==> src/rtl/memory_bank_if.sv <==
// Bus bundle for memory_bank_m: write port, read port and clear-engine handshake.
interface memory_bank_if #(
  parameter int DWIDTH = 8,
  parameter int AWIDTH = 5
);
  logic                  wr_en;
  logic [AWIDTH-1:0]     wr_addr;
  logic [DWIDTH-1:0]     wr_data;
  logic [DWIDTH/8-1:0]   wr_be;
  logic                  rd_en;
  logic [AWIDTH-1:0]     rd_addr;
  logic [DWIDTH-1:0]     rd_data;
  logic                  rd_valid;
  logic                  clr_req;
  logic                  busy;
  logic                  clr_done;

  modport master (
    output wr_en, wr_addr, wr_data, wr_be, rd_en, rd_addr, clr_req,
    input  rd_data, rd_valid, busy, clr_done
  );

  modport slave (
    input  wr_en, wr_addr, wr_data, wr_be, rd_en, rd_addr, clr_req,
    output rd_data, rd_valid, busy, clr_done
  );
endinterface

==> src/rtl/memory_bank_m.sv <==
// Simple-dual-port RAM with byte enables, pipelined read, collision mode select
// and a whole-array clear engine.
//
// state    | meaning
// ST_IDLE  | normal operation, reads and writes accepted
// ST_CLEAR | zeroing one word per cycle, accesses ignored
module memory_bank_m #(
  parameter int DWIDTH     = 8,
  parameter int AWIDTH     = 5,
  parameter int RD_LATENCY = 1,
  parameter int WR_FIRST   = 0
) (
  input logic          clk,
  input logic          rst,
  memory_bank_if.slave bus
);
  localparam int NBYTES = DWIDTH / 8;
  localparam int DEPTH  = 1 << AWIDTH;

  if ((DWIDTH % 8) != 0 || DWIDTH < 8) begin : g_bad_dwidth
    $fatal(1, "memory_bank_m: DWIDTH must be a positive multiple of 8");
  end
  if (RD_LATENCY < 1 || RD_LATENCY > 3) begin : g_bad_latency
    $fatal(1, "memory_bank_m: RD_LATENCY must be in 1..3");
  end

  typedef enum logic {ST_IDLE, ST_CLEAR} state_e;

  state_e              state_q, state_d;
  logic [AWIDTH-1:0]   clr_cnt_q, clr_cnt_d;
  logic                clr_done_q, clr_done_d;

  logic [DWIDTH-1:0]   mem_q [DEPTH];
  logic [RD_LATENCY-1:0] vld_q;
  logic [DWIDTH-1:0]   data_q [RD_LATENCY];

  logic                accept;
  logic                wr_fire;
  logic                rd_fire;
  logic [DWIDTH-1:0]   wr_merged;
  logic [DWIDTH-1:0]   rd_word;

  // A clear request on the same edge wins over any access.
  assign accept  = (state_q == ST_IDLE) && !bus.clr_req;
  assign wr_fire = accept && bus.wr_en;
  assign rd_fire = accept && bus.rd_en;

  always_comb begin
    wr_merged = mem_q[bus.wr_addr];
    for (int b = 0; b < NBYTES; b++) begin
      if (bus.wr_be[b]) wr_merged[8*b +: 8] = bus.wr_data[8*b +: 8];
    end
  end

  always_comb begin
    rd_word = mem_q[bus.rd_addr];
    if (WR_FIRST != 0 && wr_fire && (bus.rd_addr == bus.wr_addr)) rd_word = wr_merged;
  end

  always_comb begin
    state_d    = state_q;
    clr_cnt_d  = clr_cnt_q;
    clr_done_d = 1'b0;
    case (state_q)
      ST_IDLE: begin
        if (bus.clr_req) begin
          state_d   = ST_CLEAR;
          clr_cnt_d = '0;
        end
      end
      ST_CLEAR: begin
        clr_cnt_d = clr_cnt_q + 1'b1;
        if (clr_cnt_q == '1) begin
          state_d    = ST_IDLE;
          clr_done_d = 1'b1;
        end
      end
      default: state_d = ST_IDLE;
    endcase
  end

  always_ff @(posedge clk or posedge rst) begin
    if (rst) begin
      state_q    <= ST_IDLE;
      clr_cnt_q  <= '0;
      clr_done_q <= 1'b0;
    end else begin
      state_q    <= state_d;
      clr_cnt_q  <= clr_cnt_d;
      clr_done_q <= clr_done_d;
    end
  end

  // Storage is deliberately not reset; rst only blocks updates so an abort keeps partial contents.
  always_ff @(posedge clk) begin
    if (!rst) begin
      if (state_q == ST_CLEAR) mem_q[clr_cnt_q] <= '0;
      else if (wr_fire)        mem_q[bus.wr_addr] <= wr_merged;
    end
  end

  // Each stage loads data only with a valid, so the output stage holds between reads.
  always_ff @(posedge clk or posedge rst) begin
    if (rst) begin
      vld_q <= '0;
      for (int i = 0; i < RD_LATENCY; i++) data_q[i] <= '0;
    end else begin
      vld_q[0] <= rd_fire;
      if (rd_fire) data_q[0] <= rd_word;
      for (int i = 1; i < RD_LATENCY; i++) begin
        vld_q[i] <= vld_q[i-1];
        if (vld_q[i-1]) data_q[i] <= data_q[i-1];
      end
    end
  end

  assign bus.rd_data  = data_q[RD_LATENCY-1];
  assign bus.rd_valid = vld_q[RD_LATENCY-1];
  assign bus.busy     = (state_q == ST_CLEAR);
  assign bus.clr_done = clr_done_q;

  a_ctrl_known: assert property (@(posedge clk) disable iff (rst)
    !$isunknown({bus.wr_en, bus.rd_en, bus.clr_req}))
    else $error("memory_bank_m: X on wr_en/rd_en/clr_req");

endmodule

==> src/flat_wrapper.sv <==
// flat-port wrapper written by rule: the top's interface ports become plain ports
module memory_bank_m_flat 
#(
  parameter int DWIDTH     = 8,
  parameter int AWIDTH     = 5,
  parameter int RD_LATENCY = 1,
  parameter int WR_FIRST   = 0
)
  (clk, rst, bus_wr_en, bus_wr_addr, bus_wr_data, bus_wr_be, bus_rd_en, bus_rd_addr, bus_clr_req, bus_rd_data, bus_rd_valid, bus_busy, bus_clr_done);
  memory_bank_if #(.DWIDTH(DWIDTH), .AWIDTH(AWIDTH)) bus_i ();
  input logic clk;
  input logic rst;
  input wire logic [$bits(bus_i.wr_en)-1:0] bus_wr_en;
  input wire logic [$bits(bus_i.wr_addr)-1:0] bus_wr_addr;
  input wire logic [$bits(bus_i.wr_data)-1:0] bus_wr_data;
  input wire logic [$bits(bus_i.wr_be)-1:0] bus_wr_be;
  input wire logic [$bits(bus_i.rd_en)-1:0] bus_rd_en;
  input wire logic [$bits(bus_i.rd_addr)-1:0] bus_rd_addr;
  input wire logic [$bits(bus_i.clr_req)-1:0] bus_clr_req;
  output wire logic [$bits(bus_i.rd_data)-1:0] bus_rd_data;
  output wire logic [$bits(bus_i.rd_valid)-1:0] bus_rd_valid;
  output wire logic [$bits(bus_i.busy)-1:0] bus_busy;
  output wire logic [$bits(bus_i.clr_done)-1:0] bus_clr_done;
  assign bus_i.wr_en = bus_wr_en;
  assign bus_i.wr_addr = bus_wr_addr;
  assign bus_i.wr_data = bus_wr_data;
  assign bus_i.wr_be = bus_wr_be;
  assign bus_i.rd_en = bus_rd_en;
  assign bus_i.rd_addr = bus_rd_addr;
  assign bus_i.clr_req = bus_clr_req;
  assign bus_rd_data = bus_i.rd_data;
  assign bus_rd_valid = bus_i.rd_valid;
  assign bus_busy = bus_i.busy;
  assign bus_clr_done = bus_i.clr_done;
  memory_bank_m #(.DWIDTH(DWIDTH), .AWIDTH(AWIDTH), .RD_LATENCY(RD_LATENCY), .WR_FIRST(WR_FIRST)) u_core (.clk(clk), .rst(rst), .bus(bus_i));
endmodule
==> config.mk <==
export PLATFORM = sky130hd
export DESIGN_NAME = memory_bank_m_flat
export DESIGN_NICKNAME = d
export VERILOG_FILES = /design/src/rtl/memory_bank_if.sv /design/src/rtl/memory_bank_m.sv /design/src/flat_wrapper.sv
export SDC_FILE = /design/constraint.sdc
export NUM_CORES = 1
export LEC_CHECK = 0
export BUFFER_PORTS_ARGS = -buffer_cell sky130_fd_sc_hd__buf_2
export CAP_MARGIN = 10
export CORE_ASPECT_RATIO = 0.75
export CORE_MARGIN = 8
export CORE_UTILIZATION = 61
export DETAILED_ROUTE_END_ITERATION = 16
export GPL_TIMING_DRIVEN = 0
export HOLD_SLACK_MARGIN = 0.03
export PLACE_DENSITY = 0.86
export SLEW_MARGIN = 20
export SYNTH_ARGS = -nofsm -noshare
export SYNTH_HDL_FRONTEND = slang
export SYNTH_SLANG_ARGS = --single-unit
==> constraint.sdc <==
create_clock -name clk -period 4.5 [get_ports clk]
set_input_delay 1.125 -clock clk [delete_from_list [all_inputs] [get_ports clk]]
set_output_delay 1.125 -clock clk [all_outputs]
set_load 0.005 [all_outputs]
Yosys cells after proc, flatten, opt, wreduce, memory -nomap -nowiden
Memories as Yosys holds them, arrays and structs flattened. A register that Yosys moved wholly into a read port is not among the register bits.
Index checks and enable logic that the tools add are counted.
{"block": "classes", "add_sub_neg": 1, "eq_ne": 3, "n_mux": 18, "bitwise": 1, "reduce_logical": 6}
{"op": "8-bit two-way mux", "n": 2}
{"op": "1-bit two-way mux", "n": 12}
{"op": "5-bit two-way mux", "n": 2}
{"op": "5-bit one-hot mux with 2 select lines", "n": 1}
{"op": "8-bit OR reduction", "n": 1}
{"op": "5-bit by 1-bit adder with 5-bit output (second input constant)", "n": 1}
{"op": "5-bit equality test (second input constant)", "n": 1}
{"op": "1-bit logical AND", "n": 3}
{"op": "2-bit != test (second input constant)", "n": 1}
{"op": "1-bit one-hot mux with 2 select lines", "n": 1}
{"op": "2-bit AND reduction", "n": 1}
{"op": "1-bit zero test", "n": 1}
{"op": "1-bit != test (second input constant)", "n": 1}
{"op": "1-bit NOT", "n": 1}
{"block": "totals", "ff_bits": 8, "mem_bits_rw": 256, "inputBits": 24, "output_inout_bits": 11, "elab_cells": 34, "mem_count": 1}
{"name": "u_core.mem_q", "depth": 32, "width": 8, "rd": 1, "rd_ports_with_merged_regs": 1, "write_ports": 1, "line": "memory_bank_m.sv:33", "source": "logic [DWIDTH-1:0] mem_q [DEPTH];"}

Longest topological paths before layout
{"block": "depth", "ltp_word": 10, "depth_mapped": 7, "ltp_nobuf": 5}

Worst setup path before layout
Ideal clock, no wire load.
{"block": "synth_timing", "kind": "in2reg", "startpoint": "input port rst", "endpoint": "memory u_core.mem_q[26][0], enable pin", "setup_time_ns": 0.370, "arrival_time_ns": 2.695, "required_time_ns": 4.130, "path_slack_ns": 1.435, "path_stages": 5, "n_path_buf": 0, "cell_sequence": "inv_1 -> nand4_1 -> nor3b_1 -> o21ai_1 -> nor2_1"}
{"block": "synth_via", "elab_chain_cells": 5, "elab_cells_between_ends": 8, "classes_between": "mux: 6; reduce/logical: 2"}
{"item": "start: declaration", "line": "flat_wrapper.sv:12", "source": "input logic rst;"}
{"item": "1-bit two-way mux", "line": "memory_bank_m.sv:96", "source": "if (!rst) begin"}
{"item": "1-bit two-way mux (implied by the code)", "line": "memory_bank_m.sv:98", "source": "else if (wr_fire) mem_q[bus.wr_addr] <= wr_merged;"}
{"item": "2-bit AND reduction (no line)"}
{"item": "8-bit OR reduction (no line)"}
{"item": "5-bit two-way mux (no line) or 1-bit two-way mux (tied branches)"}
{"item": "end: declaration", "line": "memory_bank_m.sv:33"}
Parallel ways exist; a longest one is shown, timed or not.

Worst setup path in the final report
{"block": "layout_timing", "startpoint": "input port rst", "endpoint": "memory u_core.mem_q[18][4], enable pin"}
The elaborated chain is that of the path after synthesis.

==> results.sh <==
export IMPL_drt_first_pass_iters=6
export IMPL_holdBufCountCts=0
export IMPL_end_kind="register"
export IMPL_area_growth_syn_to_layout_pct=12.11
export IMPL_cts_sinks=272
export IMPL_holdWs_ns=0.5039
export IMPL_reg2reg_depth=5
export IMPL_grt_usage=0.2370
export IMPL_core_mm2=0.01771
export IMPL_gp_congestion=0.9335
export IMPL_max_freq_mhz=266.9
export IMPL_grt_pass1_vias=6336
export IMPL_synth_flop_cell="edfxtp_1"
export IMPL_routed_wl_um=26630
export IMPL_status="finished clean"
export IMPL_power_density_mw_per_mm2=474.7
export IMPL_setup_viol=0
export IMPL_hold_start="u_core.bus.rd_data[0]"
export IMPL_grt_antenna_before_repair=0
export IMPL_crit_type="input pin to register"
export IMPL_slew_headroom=0.3546
export IMPL_path_max_fanout=18
export IMPL_power_leakage_nw=4.739
export IMPL_vias=6445
export IMPL_die_area_mm2=0.02279
export IMPL_startpoint_type="input pin"
export IMPL_required_ns=4.67
export IMPL_cts_resized=0
export IMPL_syn_area_mm2=0.01109
export IMPL_clkTransAtPathRegs_ns=0.06
export IMPL_fin_skew_ns=0.01576
export IMPL_fin_util=0.7019
export IMPL_cts_tree="built"
export IMPL_synth_common_cells="edfxtp_1, mux2i_1, nor2_1"
export IMPL_vias_per_cell=6.631
export IMPL_rsz0062_at_grt="false"
export IMPL_syn_nets=677
export IMPL_hold_end="u_core.bus.rd_data[0]"
export IMPL_ant_nets=0
export IMPL_slew_viol_final=0
export IMPL_io_pins=35
export IMPL_finalHoldViolCount=0
export IMPL_min_period_ns=3.747
export IMPL_yosysTopAreaCell="edfxtp_1"
export IMPL_fill_cells=1076
export IMPL_post_cts_buffers=0
export IMPL_clockBufferDepth=3
export IMPL_seq_area_frac_synth=0.7294
export IMPL_fin_nets=737
export IMPL_dpl_worst_slack_ns=0.2638
export IMPL_numPortBuffers=33
export IMPL_maxCapViolations=0
export IMPL_ys_top_cells_by_area="edfxtp_1, mux2i_1, dfrtp_1"
export IMPL_min_path_type="register to register"
export IMPL_drive_above_1_share=0.1644
export IMPL_post_route_period_util=0.8326
export IMPL_synthDominantCellAreaShare=0.6933
export IMPL_multi_input_area_mm2=0.002743
export IMPL_drtIter0Drc=902
export IMPL_avgRoutedWirePerCell_um=27.39
export IMPL_r2r_end="u_core.mem_q[18][4]"
export IMPL_overflow=0
export IMPL_whs_path_depth=2
export IMPL_yosysMostFrequentCell="edfxtp_1"
export IMPL_start_util=0.6261
export IMPL_total_power_w=0.005901
export IMPL_async_flop_share=0.05882
export IMPL_diodes=0
export IMPL_vdd_ir_drop_max_uv=297.8
export IMPL_reg2reg_slack_ns=1.40
export IMPL_dp_hpwl_um=17680
export IMPL_clock_latency_ns=0.54
export IMPL_cts_htree_levels=1
export IMPL_syn_inst=651
export IMPL_ys_seq_elements=272
export IMPL_crit_arrival_ns=3.92
export IMPL_avgSynthCellArea_um2=17.03
export IMPL_grt_start_max_net_pins=33
export IMPL_synth_distinct_cells=43
export IMPL_rows=42
export IMPL_setup_slack_ns=0.7531
export IMPL_setup_tns_ns=0
export IMPL_cts_buffers=25
export IMPL_synth_edf_count=256
export IMPL_worst_pin_slew_ns=0.9616
export IMPL_r2r_start="u_core.bus.busy"
export IMPL_grt_pass1_wl_um=39520
export IMPL_seqCellArea_mm2=0.008088
export IMPL_die_h_um=132.8
export IMPL_cts_root_buf="clkbuf_16"
export IMPL_die_w_um=171.7
export IMPL_drc=0
export IMPL_yosys_warnings=0
==> flip-flops by register name, indices dropped and copies added (netlist names) <==
name and cells:
u_core.bus.busy 1, u_core.bus.rd_valid 1, u_core.clr_cnt_q 5, u_core.bus.clr_done 1, u_core.mem_q 256, u_core.bus.rd_data 8
==> final cells by class <==
type	instances	share of cell area
Multi-Input combinational cell	338	0.2206
Clock inverter	12	0.01409
Timing Repair Buffer	33	0.01329
Clock buffer	34	0.05546
Tap cell	242	0.02436
Sequential cell	272	0.6506
Buffer	36	0.02003
Inverter	5	0.001510
==> routing by layer <==
metal | track usage | up-vias | wire (um) | share of wire
met3 | 0.07043 | 51 | 3647 | 0.14
met5 | 0 | - | 0 | 0
met4 | 0.07277 | 0 | 707 | 0.027
li1 | - | 2712 | - | -
met1 | 0.3473 | 3212 | 10850 | 0.41
met2 | 0.3355 | 470 | 11420 | 0.43
==> through the flow <==
step	cell area, um2	cells
floorplan	11090	651
global placement	11560	926
detailed placement	11560	926
CTS	12430	972
global route	12430	972
finish	12430	972
==> cells by family (layout without fill, tap and decap cells) <==
kind of cell | Yosys count | count (layout) | share of synthesized area
mux | 129 | 129 | 0.1166
buf+inv | 41 | 120 | 0.02415
compound gates | 115 | 115 | 0.08666
simple gates | 92 | 92 | 0.04096
fa+ha+maj | 2 | 2 | 0.002256
flops | 272 | 272 | 0.7294
==> worst max-delay path by stage <==
stage,slack (ns),to,from
after detailed placement,0.26,u_core.mem_q[18][3],rst
after global placement,0.43,u_core.mem_q[30][1],rst
final,0.75,u_core.mem_q[18][4],rst
after CTS,0.83,u_core.mem_q[18][1],rst
after floorplan,1.43,u_core.mem_q[26][0],rst
after global routing,0.61,u_core.mem_q[6][3],rst
==> worst max-delay path, cell delays in order <==
cell,delay (ns)
buf_2,0.11
inv_1,0.64
nand4_1,0.50
nor3b_1,0.37
o21ai_1,0.39
nor2_1,0.78
==> power breakdown <==
| group | total (W) | internal, W | leakage [nW] | switching (W) |
|---|---|---|---|---|
| Combinational | 0.000700 | 0.000244 | 1.49 | 0.000456 |
| Sequential | 0.00298 | 0.00290 | 2.83 | 0.0000823 |
| Clock | 0.00222 | 0.00131 | 0.424 | 0.000908 |
| Total | 0.00590 | 0.00445 | 4.74 | 0.00145 |
==> layout by cell type (no fill, tap or decap), types with 3 or more instances in the layout <==
cell | synthesis | final
nand4_1 | 3 | 3
bufinv_16 | 0 | 4
a22o_1 | 17 | 17
buf_2 | 4 | 37
nand2_1 | 15 | 15
clkbuf_8 | 0 | 3
nor3b_1 | 5 | 5
clkbuf_16 | 0 | 25
a21oi_1 | 17 | 17
clkinv_1 | 0 | 3
o21ai_0 | 4 | 4
o21ai_2 | 3 | 3
a22oi_1 | 32 | 32
edfxtp_1 | 256 | 256
o22ai_1 | 8 | 8
buf_1 | 3 | 3
clkinv_2 | 0 | 3
buf_6 | 5 | 5
and3_1 | 3 | 3
nor3_1 | 4 | 4
nand2b_1 | 3 | 3
clkbuf_1 | 13 | 19
inv_1 | 5 | 5
nor2_1 | 38 | 38
a221oi_1 | 8 | 8
mux2i_1 | 128 | 128
buf_4 | 6 | 6
dfrtp_1 | 16 | 16
nor2b_1 | 4 | 4
a31oi_1 | 5 | 5
a221oi_2 | 8 | 8
and2_2 | 0 | 8
o41ai_2 | 8 | 8
Note: power is estimated with default switching activity, not from simulation.
